<file path="config.mk">
export PLATFORM = sky130hd
export DESIGN_NAME = axi4lite_alu_bank_flat
export DESIGN_NICKNAME = d
export VERILOG_FILES = /design/src/rtl/axi4lite_alu_bank_if.sv /design/src/rtl/axi4lite_alu_bank.sv /design/src/flat_wrapper.sv
export SDC_FILE = /design/constraint.sdc
export NUM_CORES = 1
export LEC_CHECK = 0
export ABC_CLOCK_PERIOD_IN_PS = 4900
export CAP_MARGIN = 30
export CORE_MARGIN = 4
export CORE_UTILIZATION = 55
export DETAILED_ROUTE_END_ITERATION = 6
export PLACE_DENSITY = 0.75
export SLEW_MARGIN = 10
export SYNTH_ARGS = -nofsm -noshare
export SYNTH_HDL_FRONTEND = slang
export SYNTH_SLANG_ARGS = --single-unit
</file>
<file path="constraint.sdc">
create_clock -name A_CLK -period 4.9 [get_ports A_CLK]
set_input_delay 0.98 -clock A_CLK [delete_from_list [all_inputs] [get_ports A_CLK]]
set_output_delay 0.98 -clock A_CLK [all_outputs]
set_load 0.01 [all_outputs]
</file>
<file path="src/rtl/axi4lite_alu_bank_if.sv">
`default_nettype none
// ============================================================================
// Module  : axi4lite_alu_bank_if
// Brief   : AXI4-Lite bus bundle (AW/W/B/AR/R) for the ALU bank slave.
// Revision: 1.0 - initial release
// ============================================================================
interface axi4lite_alu_bank_if #(
  parameter int ADDR_W = 8,
  parameter int DATA_W = 32
) ();
  logic              AW_VALID;
  logic              AW_READY;
  logic [ADDR_W-1:0] AW_ADDR;
  logic              W_VALID;
  logic              W_READY;
  logic [DATA_W-1:0] W_DATA;
  logic              B_VALID;
  logic              B_READY;
  logic [1:0]        B_RESP;
  logic              AR_VALID;
  logic              AR_READY;
  logic [ADDR_W-1:0] AR_ADDR;
  logic              R_VALID;
  logic              R_READY;
  logic [DATA_W-1:0] R_DATA;
  logic [1:0]        R_RESP;

  modport slave (
    input  AW_VALID, AW_ADDR, W_VALID, W_DATA, B_READY, AR_VALID, AR_ADDR, R_READY,
    output AW_READY, W_READY, B_VALID, B_RESP, AR_READY, R_VALID, R_DATA, R_RESP
  );

  modport master (
    output AW_VALID, AW_ADDR, W_VALID, W_DATA, B_READY, AR_VALID, AR_ADDR, R_READY,
    input  AW_READY, W_READY, B_VALID, B_RESP, AR_READY, R_VALID, R_DATA, R_RESP
  );
endinterface
`default_nettype wire

</file>
<file path="src/rtl/axi4lite_alu_bank.sv">
`default_nettype none
// ============================================================================
// Module  : axi4lite_alu_bank
// Brief   : AXI4-Lite calculator slave with operand/result registers, status
//           and an indexed memory bank. Define ALU_MUL_EN for opcode 10 MUL.
// Revision: 1.0 - initial release
// ============================================================================
module axi4lite_alu_bank #(
  parameter int DATA_W  = 32,
  parameter int ADDR_W  = 8,
  parameter int NUM_MEM = 8
) (
  input  logic                 A_CLK,
  input  logic                 A_RST,
  axi4lite_alu_bank_if.slave   bus
);

  localparam int LS = $clog2(DATA_W / 8);
  localparam int IW = (NUM_MEM > 1) ? $clog2(NUM_MEM) : 1;
  localparam logic [1:0]        RESP_OKAY   = 2'b00;
  localparam logic [1:0]        RESP_SLVERR = 2'b10;
  localparam logic [ADDR_W-1:0] MEM_BASE    = ADDR_W'(8'h40);
  localparam logic [2:0] REG_A      = 3'd0;
  localparam logic [2:0] REG_B      = 3'd1;
  localparam logic [2:0] REG_OP     = 3'd2;
  localparam logic [2:0] REG_RESULT = 3'd3;
  localparam logic [2:0] REG_SEL    = 3'd4;
  localparam logic [2:0] REG_STATUS = 3'd5;

  typedef enum logic [2:0] {
    W_IDLE  = 3'd0,
    W_EXEC  = 3'd1,
    W_EXEC2 = 3'd2,
    W_POST  = 3'd3,
    W_RESP  = 3'd4
  } wstate_t;

  typedef enum logic [0:0] {
    R_IDLE    = 1'b0,
    R_DATA_ST = 1'b1
  } rstate_t;

  typedef struct packed {
    logic          ctl;
    logic          mem;
    logic [2:0]    word;
    logic [IW-1:0] idx;
  } dec_t;

  // Misaligned or unmapped addresses decode to neither ctl nor mem.
  function automatic dec_t decode(input logic [ADDR_W-1:0] addr);
    dec_t              d;
    logic [ADDR_W-1:0] off;
    d   = '0;
    off = '0;
    if (addr[LS-1:0] == '0) begin
      if (addr < MEM_BASE) begin
        if ((addr >> LS) <= ADDR_W'(5)) begin
          d.ctl  = 1'b1;
          d.word = addr[LS+2:LS];
        end
      end else begin
        off = (addr - MEM_BASE) >> LS;
        if (off < ADDR_W'(NUM_MEM)) begin
          d.mem = 1'b1;
          d.idx = off[IW-1:0];
        end
      end
    end
    return d;
  endfunction

  wstate_t           wstate_q;
  rstate_t           rstate_q;
  logic              aw_ready_q, w_ready_q, b_valid_q;
  logic [1:0]        b_resp_q;
  logic              ar_ready_q, r_valid_q;
  logic [1:0]        r_resp_q;
  logic [DATA_W-1:0] r_data_q;
  logic [ADDR_W-1:0] waddr_q;
  logic [DATA_W-1:0] wdata_q;
  logic [DATA_W-1:0] a_q, b_q, op_q, result_q, sel_q;
  logic              carry_q, err_q;
  logic [DATA_W-1:0] mem_q [NUM_MEM];
`ifdef ALU_MUL_EN
  logic [DATA_W-1:0] mul_q;
`endif

  dec_t              wdec, rdec;
  logic              aw_have, w_have, busy, mem_ok, op_in_range, op_err, rd_err;
  logic [3:0]        op_code;
  logic [IW-1:0]     sel_idx;
  logic [DATA_W-1:0] rd_mux;

  assign wdec        = decode(waddr_q);
  assign rdec        = decode(bus.AR_ADDR);
  assign aw_have     = !aw_ready_q || bus.AW_VALID;
  assign w_have      = !w_ready_q  || bus.W_VALID;
  assign busy        = (wstate_q != W_IDLE);
  assign mem_ok      = (sel_q < DATA_W'(NUM_MEM));
  assign sel_idx     = sel_q[IW-1:0];
  assign op_code     = wdata_q[3:0];
  assign op_in_range = ((wdata_q >> 4) == '0);

  always_comb begin
    op_err = 1'b1;
    if (op_in_range) begin
      case (op_code)
        4'd0, 4'd1, 4'd2, 4'd8, 4'd9:       op_err = 1'b0;
        4'd3, 4'd4, 4'd5, 4'd6, 4'd7:       op_err = !mem_ok;
`ifdef ALU_MUL_EN
        4'd10:                              op_err = 1'b0;
`endif
        default:                            op_err = 1'b1;
      endcase
    end
  end

  always_comb begin
    rd_mux = '0;
    rd_err = 1'b0;
    if (rdec.mem) begin
      rd_mux = mem_q[rdec.idx];
    end else if (rdec.ctl) begin
      case (rdec.word)
        REG_A:      rd_mux = a_q;
        REG_B:      rd_mux = b_q;
        REG_OP:     rd_mux = op_q;
        REG_RESULT: rd_mux = result_q;
        REG_SEL:    rd_mux = sel_q;
        REG_STATUS: rd_mux[2:0] = {err_q, carry_q, busy};
        default:    rd_err = 1'b1;
      endcase
    end else begin
      rd_err = 1'b1;
    end
  end

  // Write path: capture AW/W, commit in EXEC, one idle cycle, then respond.
  always_ff @(posedge A_CLK) begin
    if (A_RST) begin
      wstate_q   <= W_IDLE;
      aw_ready_q <= 1'b1;
      w_ready_q  <= 1'b1;
      b_valid_q  <= 1'b0;
      b_resp_q   <= RESP_OKAY;
      waddr_q    <= '0;
      wdata_q    <= '0;
      a_q        <= '0;
      b_q        <= '0;
      op_q       <= '0;
      result_q   <= '0;
      sel_q      <= '0;
      carry_q    <= 1'b0;
      err_q      <= 1'b0;
      for (int i = 0; i < NUM_MEM; i++) mem_q[i] <= '0;
`ifdef ALU_MUL_EN
      mul_q      <= '0;
`endif
    end else begin
      case (wstate_q)
        W_IDLE: begin
          if (bus.AW_VALID && aw_ready_q) begin
            waddr_q    <= bus.AW_ADDR;
            aw_ready_q <= 1'b0;
          end
          if (bus.W_VALID && w_ready_q) begin
            wdata_q   <= bus.W_DATA;
            w_ready_q <= 1'b0;
          end
          if (aw_have && w_have) wstate_q <= W_EXEC;
        end
        W_EXEC: begin
          wstate_q <= W_POST;
          b_resp_q <= RESP_OKAY;
          if (wdec.mem) begin
            mem_q[wdec.idx] <= wdata_q;
          end else if (!wdec.ctl) begin
            b_resp_q <= RESP_SLVERR;
          end else begin
            case (wdec.word)
              REG_A:      a_q      <= wdata_q;
              REG_B:      b_q      <= wdata_q;
              REG_RESULT: result_q <= wdata_q;
              REG_SEL:    sel_q    <= wdata_q;
              REG_STATUS: if (wdata_q[2]) err_q <= 1'b0;
              REG_OP: begin
                op_q <= wdata_q;
                if (op_err) begin
                  b_resp_q <= RESP_SLVERR;
                  err_q    <= 1'b1;
                end else begin
                  case (op_code)
                    4'd0: {carry_q, result_q} <= {1'b0, a_q} + {1'b0, b_q};
                    4'd1: result_q <= a_q & b_q;
                    4'd2: result_q <= a_q | b_q;
                    4'd3: a_q <= mem_q[sel_idx];
                    4'd4: mem_q[sel_idx] <= mem_q[sel_idx] + result_q;
                    4'd5: mem_q[sel_idx] <= mem_q[sel_idx] - result_q;
                    4'd6: result_q <= mem_q[sel_idx];
                    4'd7: mem_q[sel_idx] <= '0;
                    4'd8: {carry_q, result_q} <= {1'b0, a_q} - {1'b0, b_q};
                    4'd9: result_q <= a_q ^ b_q;
`ifdef ALU_MUL_EN
                    4'd10: begin
                      mul_q    <= a_q * b_q;
                      wstate_q <= W_EXEC2;
                    end
`endif
                    default: ;
                  endcase
                end
              end
              default: ;
            endcase
          end
        end
`ifdef ALU_MUL_EN
        W_EXEC2: begin
          result_q <= mul_q;
          wstate_q <= W_POST;
        end
`endif
        W_POST: begin
          b_valid_q <= 1'b1;
          wstate_q  <= W_RESP;
        end
        W_RESP: begin
          if (bus.B_READY) begin
            b_valid_q  <= 1'b0;
            aw_ready_q <= 1'b1;
            w_ready_q  <= 1'b1;
            wstate_q   <= W_IDLE;
          end
        end
        default: wstate_q <= W_IDLE;
      endcase
    end
  end

  // Read path: data is latched at the AR handshake and held while stalled.
  always_ff @(posedge A_CLK) begin
    if (A_RST) begin
      rstate_q   <= R_IDLE;
      ar_ready_q <= 1'b1;
      r_valid_q  <= 1'b0;
      r_resp_q   <= RESP_OKAY;
      r_data_q   <= '0;
    end else begin
      case (rstate_q)
        R_IDLE: begin
          if (bus.AR_VALID) begin
            r_data_q   <= rd_mux;
            r_resp_q   <= rd_err ? RESP_SLVERR : RESP_OKAY;
            r_valid_q  <= 1'b1;
            ar_ready_q <= 1'b0;
            rstate_q   <= R_DATA_ST;
          end
        end
        R_DATA_ST: begin
          if (bus.R_READY) begin
            r_valid_q  <= 1'b0;
            ar_ready_q <= 1'b1;
            rstate_q   <= R_IDLE;
          end
        end
        default: rstate_q <= R_IDLE;
      endcase
    end
  end

  assign bus.AW_READY = aw_ready_q;
  assign bus.W_READY  = w_ready_q;
  assign bus.B_VALID  = b_valid_q;
  assign bus.B_RESP   = b_resp_q;
  assign bus.AR_READY = ar_ready_q;
  assign bus.R_VALID  = r_valid_q;
  assign bus.R_DATA   = r_data_q;
  assign bus.R_RESP   = r_resp_q;

endmodule
`default_nettype wire

</file>
<file path="src/flat_wrapper.sv">
// flat-port wrapper written by rule: the top's interface ports become plain ports
module axi4lite_alu_bank_flat 
#(
  parameter int DATA_W  = 32,
  parameter int ADDR_W  = 8,
  parameter int NUM_MEM = 8
)
  (A_CLK, A_RST, bus_AW_VALID, bus_AW_ADDR, bus_W_VALID, bus_W_DATA, bus_B_READY, bus_AR_VALID, bus_AR_ADDR, bus_R_READY, bus_AW_READY, bus_W_READY, bus_B_VALID, bus_B_RESP, bus_AR_READY, bus_R_VALID, bus_R_DATA, bus_R_RESP);
  axi4lite_alu_bank_if #(.ADDR_W(ADDR_W), .DATA_W(DATA_W)) bus_i ();
  input  logic A_CLK;
  input  logic A_RST;
  input wire logic [$bits(bus_i.AW_VALID)-1:0] bus_AW_VALID;
  input wire logic [$bits(bus_i.AW_ADDR)-1:0] bus_AW_ADDR;
  input wire logic [$bits(bus_i.W_VALID)-1:0] bus_W_VALID;
  input wire logic [$bits(bus_i.W_DATA)-1:0] bus_W_DATA;
  input wire logic [$bits(bus_i.B_READY)-1:0] bus_B_READY;
  input wire logic [$bits(bus_i.AR_VALID)-1:0] bus_AR_VALID;
  input wire logic [$bits(bus_i.AR_ADDR)-1:0] bus_AR_ADDR;
  input wire logic [$bits(bus_i.R_READY)-1:0] bus_R_READY;
  output wire logic [$bits(bus_i.AW_READY)-1:0] bus_AW_READY;
  output wire logic [$bits(bus_i.W_READY)-1:0] bus_W_READY;
  output wire logic [$bits(bus_i.B_VALID)-1:0] bus_B_VALID;
  output wire logic [$bits(bus_i.B_RESP)-1:0] bus_B_RESP;
  output wire logic [$bits(bus_i.AR_READY)-1:0] bus_AR_READY;
  output wire logic [$bits(bus_i.R_VALID)-1:0] bus_R_VALID;
  output wire logic [$bits(bus_i.R_DATA)-1:0] bus_R_DATA;
  output wire logic [$bits(bus_i.R_RESP)-1:0] bus_R_RESP;
  assign bus_i.AW_VALID = bus_AW_VALID;
  assign bus_i.AW_ADDR = bus_AW_ADDR;
  assign bus_i.W_VALID = bus_W_VALID;
  assign bus_i.W_DATA = bus_W_DATA;
  assign bus_i.B_READY = bus_B_READY;
  assign bus_i.AR_VALID = bus_AR_VALID;
  assign bus_i.AR_ADDR = bus_AR_ADDR;
  assign bus_i.R_READY = bus_R_READY;
  assign bus_AW_READY = bus_i.AW_READY;
  assign bus_W_READY = bus_i.W_READY;
  assign bus_B_VALID = bus_i.B_VALID;
  assign bus_B_RESP = bus_i.B_RESP;
  assign bus_AR_READY = bus_i.AR_READY;
  assign bus_R_VALID = bus_i.R_VALID;
  assign bus_R_DATA = bus_i.R_DATA;
  assign bus_R_RESP = bus_i.R_RESP;
  axi4lite_alu_bank #(.DATA_W(DATA_W), .ADDR_W(ADDR_W), .NUM_MEM(NUM_MEM)) u_core (.A_CLK(A_CLK), .A_RST(A_RST), .bus(bus_i));
endmodule
</file>
==> out/metrics.cfg <==
[pwr]
max-vdd-ir-drop_mv = 0.3267
pwr-share-clk_pct = 39.2
powerDensity_nw_per_um2 = 316.0
netSwitchingPower_mw = 3.294
p_int_mw = 8.157
p_leak_nw = 12.93
seqPwrFrac_pct = 40.7
combPwrFrac_pct = 20.1
p_sw_share_pct = 28.76

[floorplan]
num_rows = 86
fp.coreArea_um2 = 55420
num_io_pins = 96
die_width_um = 245.5
start_util_pct = 55.97
die_h_um = 245.5
die_area_um2 = 60250

[timing]
setup_ws_ns = 0.1822
maxSlewViolCount = 0
maxSlewHeadroom_pct = 33.59
setup_viol = 0
min_period_ns = 4.718
min_period_over_period_pct = 96.28
final_hold_viol_count = 0
worst_pin_slew_ns = 0.9961
clock_skew_ns = 0.01834
fmax_ghz = 0.2120

[worst_setup_path]
worstPathMaxFanout = 8
reg2reg_depth = 21
crit_arrival_ns = 5.07
required_ns = 5.25
r2r_slack_ns = 0.18
crit_type = flip-flop to flip-flop
rr_endpoint = u_core.mem_q[6][24]
critPathLaunchType = flip-flop
crit_path_end_kind = flip-flop
r2r_start = u_core.waddr_q[0]

[drt]
final_antenna_net_count = 0
vias = 29630
wirelength_um = 116100
drc = 27
drt_iter0_markers = 4609
via_per_inst = 6.770
drt_first_pass_iters = 7
wire_per_inst_um = 26.52

[placed_design]
pre_cts_slack_ns = -0.2408
post_dp_cell_area_um2 = 34150
dp_hpwl_um = 79160
place_congestion = 0.9904
port_buffers = 93

[hold_path]
hold_end = u_core.op_q[31]
hp-start = u_core.op_q[31]
min_path_type = flip-flop to flip-flop
holdPathStages = 2

[synthesis]
ys_warn_count = 0
synth_edf_count = 256
async_flop_share_pct = 0
synth_top_area_cell = edfxtp_1
syn_inst = 3425
ys_seq_elements = 504
netlist_area_um2 = 31010
yosysTopAreaCellShare_pct = 24.79
ys_top_cells_by_area = edfxtp_1 25%, dfxtp_1 16%, nor2_1 5.5%
yosysSeqAreaShare_pct = 40.80
syn_avg_cell_area_um2 = 9.055
ys.flop_type = edfxtp_1
ys_types = 94

[finish]
design_area_um2 = 36240
drive_above_1_share_pct = 14.66
final_common_cell = nor2_1
register_area_um2 = 12660
area_growth_pct = 16.86
layout_common_cells = 453 x nor2_1, 377 x nand2_1, 331 x a21oi_1, 263 x buf_4, 256 x edfxtp_1
fillers = 4448
nets = 3772
diodes = 0
multi_input_area_um2 = 17040

[clock_tree]
cts_inserted_buffers = 52
clkTransAtPathRegs_ns = 0.06
clockBufferDepth = 3
cts_max_level = 2
clkLatencyLatePin_ns = 0.63
clock-sinks = 504
cts_tree = done
cts-root-buf = clkbuf_16

[grt]
antenna_found_initial = 1
grt_overflow_total = 0
grt_pass1_vias = 28930
grt_pass1_wl_um = 173800
grt_start_max_net_pins = 93
grtUsageTotal_pct = 37.49

[job]
maxCapViolations = 0

[status]
violations = DRC
outcome = finished, violations left

[state kept, by name, indices dropped and copies added, names as in the netlist, named ones only]
register / count
u_core.mem_q: 256
u_core.a_q: 32
u_core.b_q: 32
u_core.bus.R_DATA: 32
u_core.op_q: 32
u_core.result_q: 32
u_core.sel_q: 32
u_core.wdata_q: 32
u_core.waddr_q: 8
u_core.wstate_q: 3
u_core.bus.AR_READY: 1
u_core.bus.AW_READY: 1
u_core.bus.B_RESP: 1
u_core.bus.B_VALID: 1
u_core.bus.R_RESP: 1
u_core.bus.R_VALID: 1
u_core.bus.W_READY: 1
u_core.carry_q: 1
u_core.err_q: 1
u_core.rstate_q: 1
[metrics by stage]
| step | hold slack [ns] | util [%] | TNS, ns | total power, mW | instances |
|---|---|---|---|---|---|
| 4_1_cts | 0.4526 | 65.12 | 0 | 11.36 | 4371 |
| 5_1_grt | 0.4745 | 65.40 | -0.2456 | 11.81 | 4377 |
| 3_5_place_dp | 0.4449 | 61.63 | -11.33 | 6.940 | 4274 |
| 2_1_floorplan | 0.4313 | - | 0 | 6.073 | 3426 |
| 6_report | 0.4541 | 65.40 | 0 | 11.45 | 4377 |
| 3_3_place_gp | 0.4365 | 61.63 | -9.144 | 6.902 | 4274 |
[Yosys cell counts (33+ instances only)]
| cell type | count |
|---|---|
| a211oi_1 | 164 |
| a21oi_1 | 337 |
| a22oi_1 | 50 |
| and3_1 | 67 |
| buf_2 | 34 |
| clkbuf_1 | 211 |
| dfxtp_1 | 248 |
| edfxtp_1 | 256 |
| ha_1 | 128 |
| inv_1 | 120 |
| mux2i_1 | 107 |
| mux4_2 | 74 |
| nand2_1 | 378 |
| nand3_1 | 35 |
| nor2_1 | 456 |
| nor2b_1 | 41 |
| nor3_1 | 79 |
| o211ai_1 | 33 |
| o21ai_0 | 91 |
| xnor2_1 | 50 |
| xor2_1 | 37 |
[area by class of cell]
class                   count  share of cell area, %
repair buffers            371                  8.880
multi-input cells        2535                  47.02
flip-flops and latches    504                  34.93
well taps                 748                  2.582
clock inverters            30                  1.326
inverters                 122                  1.264
clock buffers              67                  3.998
[cell families (layout without fill, tap and decap cells)]
| kind of cell | count (synthesis) | count (layout) | synth area share, % |
|---|---|---|---|
| adders and majority gates | 131 | 131 | 5.358 |
| AOI/OAI and AO/OA | 930 | 930 | 19.85 |
| DFF | 504 | 504 | 40.80 |
| buffers and inverters | 387 | 590 | 4.954 |
| other | 1 | 2 | 0.01209 |
| muxes | 201 | 201 | 9.553 |
| and+or+nand+nor | 1184 | 1184 | 17.02 |
| xor gates and xnor gates | 87 | 87 | 2.457 |
[power by group through the flow]
stage / logic [mW] / clock network [mW] / registers [mW]
after global routing: 2.44 / 4.69 / 4.67
after floorplan: 1.34 / 0 / 4.74
final: 2.30 / 4.49 / 4.66
after global placement: 2.17 / 0 / 4.73
after CTS: 2.21 / 4.50 / 4.65
after detailed placement: 2.20 / 0 / 4.74
[how the worst max path moves through the flow]
stage	cells past startpoint	endpoint	slack, ns	from
detailed placement	20	u_core.mem_q[7][30]	-0.24	A_RST
finish	21	u_core.mem_q[6][24]	0.18	u_core.waddr_q[0]
CTS	20	u_core.mem_q[7][30]	0.0002	u_core.sel_q[7]
global route	24	u_core.mem_q[0][19]	-0.02	u_core.sel_q[9]
global placement	21	u_core.mem_q[6][30]	-0.23	A_RST
floorplan	20	u_core.mem_q[1][29]	0.01	A_RST
[routing by layer]
metal,global-route usage [%],part of all wire (%)
met1,49.55,36
met4,15.28,4.5
met3,10.89,14
met2,58.23,45
met5,0,0
[critical path: stages, from the launching register on]
cell      delay, ns
dfxtp_1        0.34
nor4_4         0.35
nand3b_1       0.22
and4bb_1       0.34
nand3_2        0.09
buf_4          0.17
nor3_1         0.22
buf_4          0.21
a21oi_1        0.06
xnor2_1        0.13
ha_1           0.29
a21o_1         0.18
a21o_1         0.18
a221oi_2       0.30
buf_4          0.16
o21ai_1        0.08
a31oi_1        0.26
o21ai_0        0.12
a21oi_1        0.19
xnor2_1        0.11
a21o_2         0.29
nor2b_1        0.16
[what timing repair did]
| item | 4_1_cts | 5_1_grt |
|---|---|---|
| pin swaps | 0 | 4 |
| gates resized for setup | 1 | 15 |
| buffers inserted | 0 | 2 |
| setup endpoints to repair | 16 | 128 |
| hold buffers | 0 | 0 |
Power figures use the tool's default switching activity.
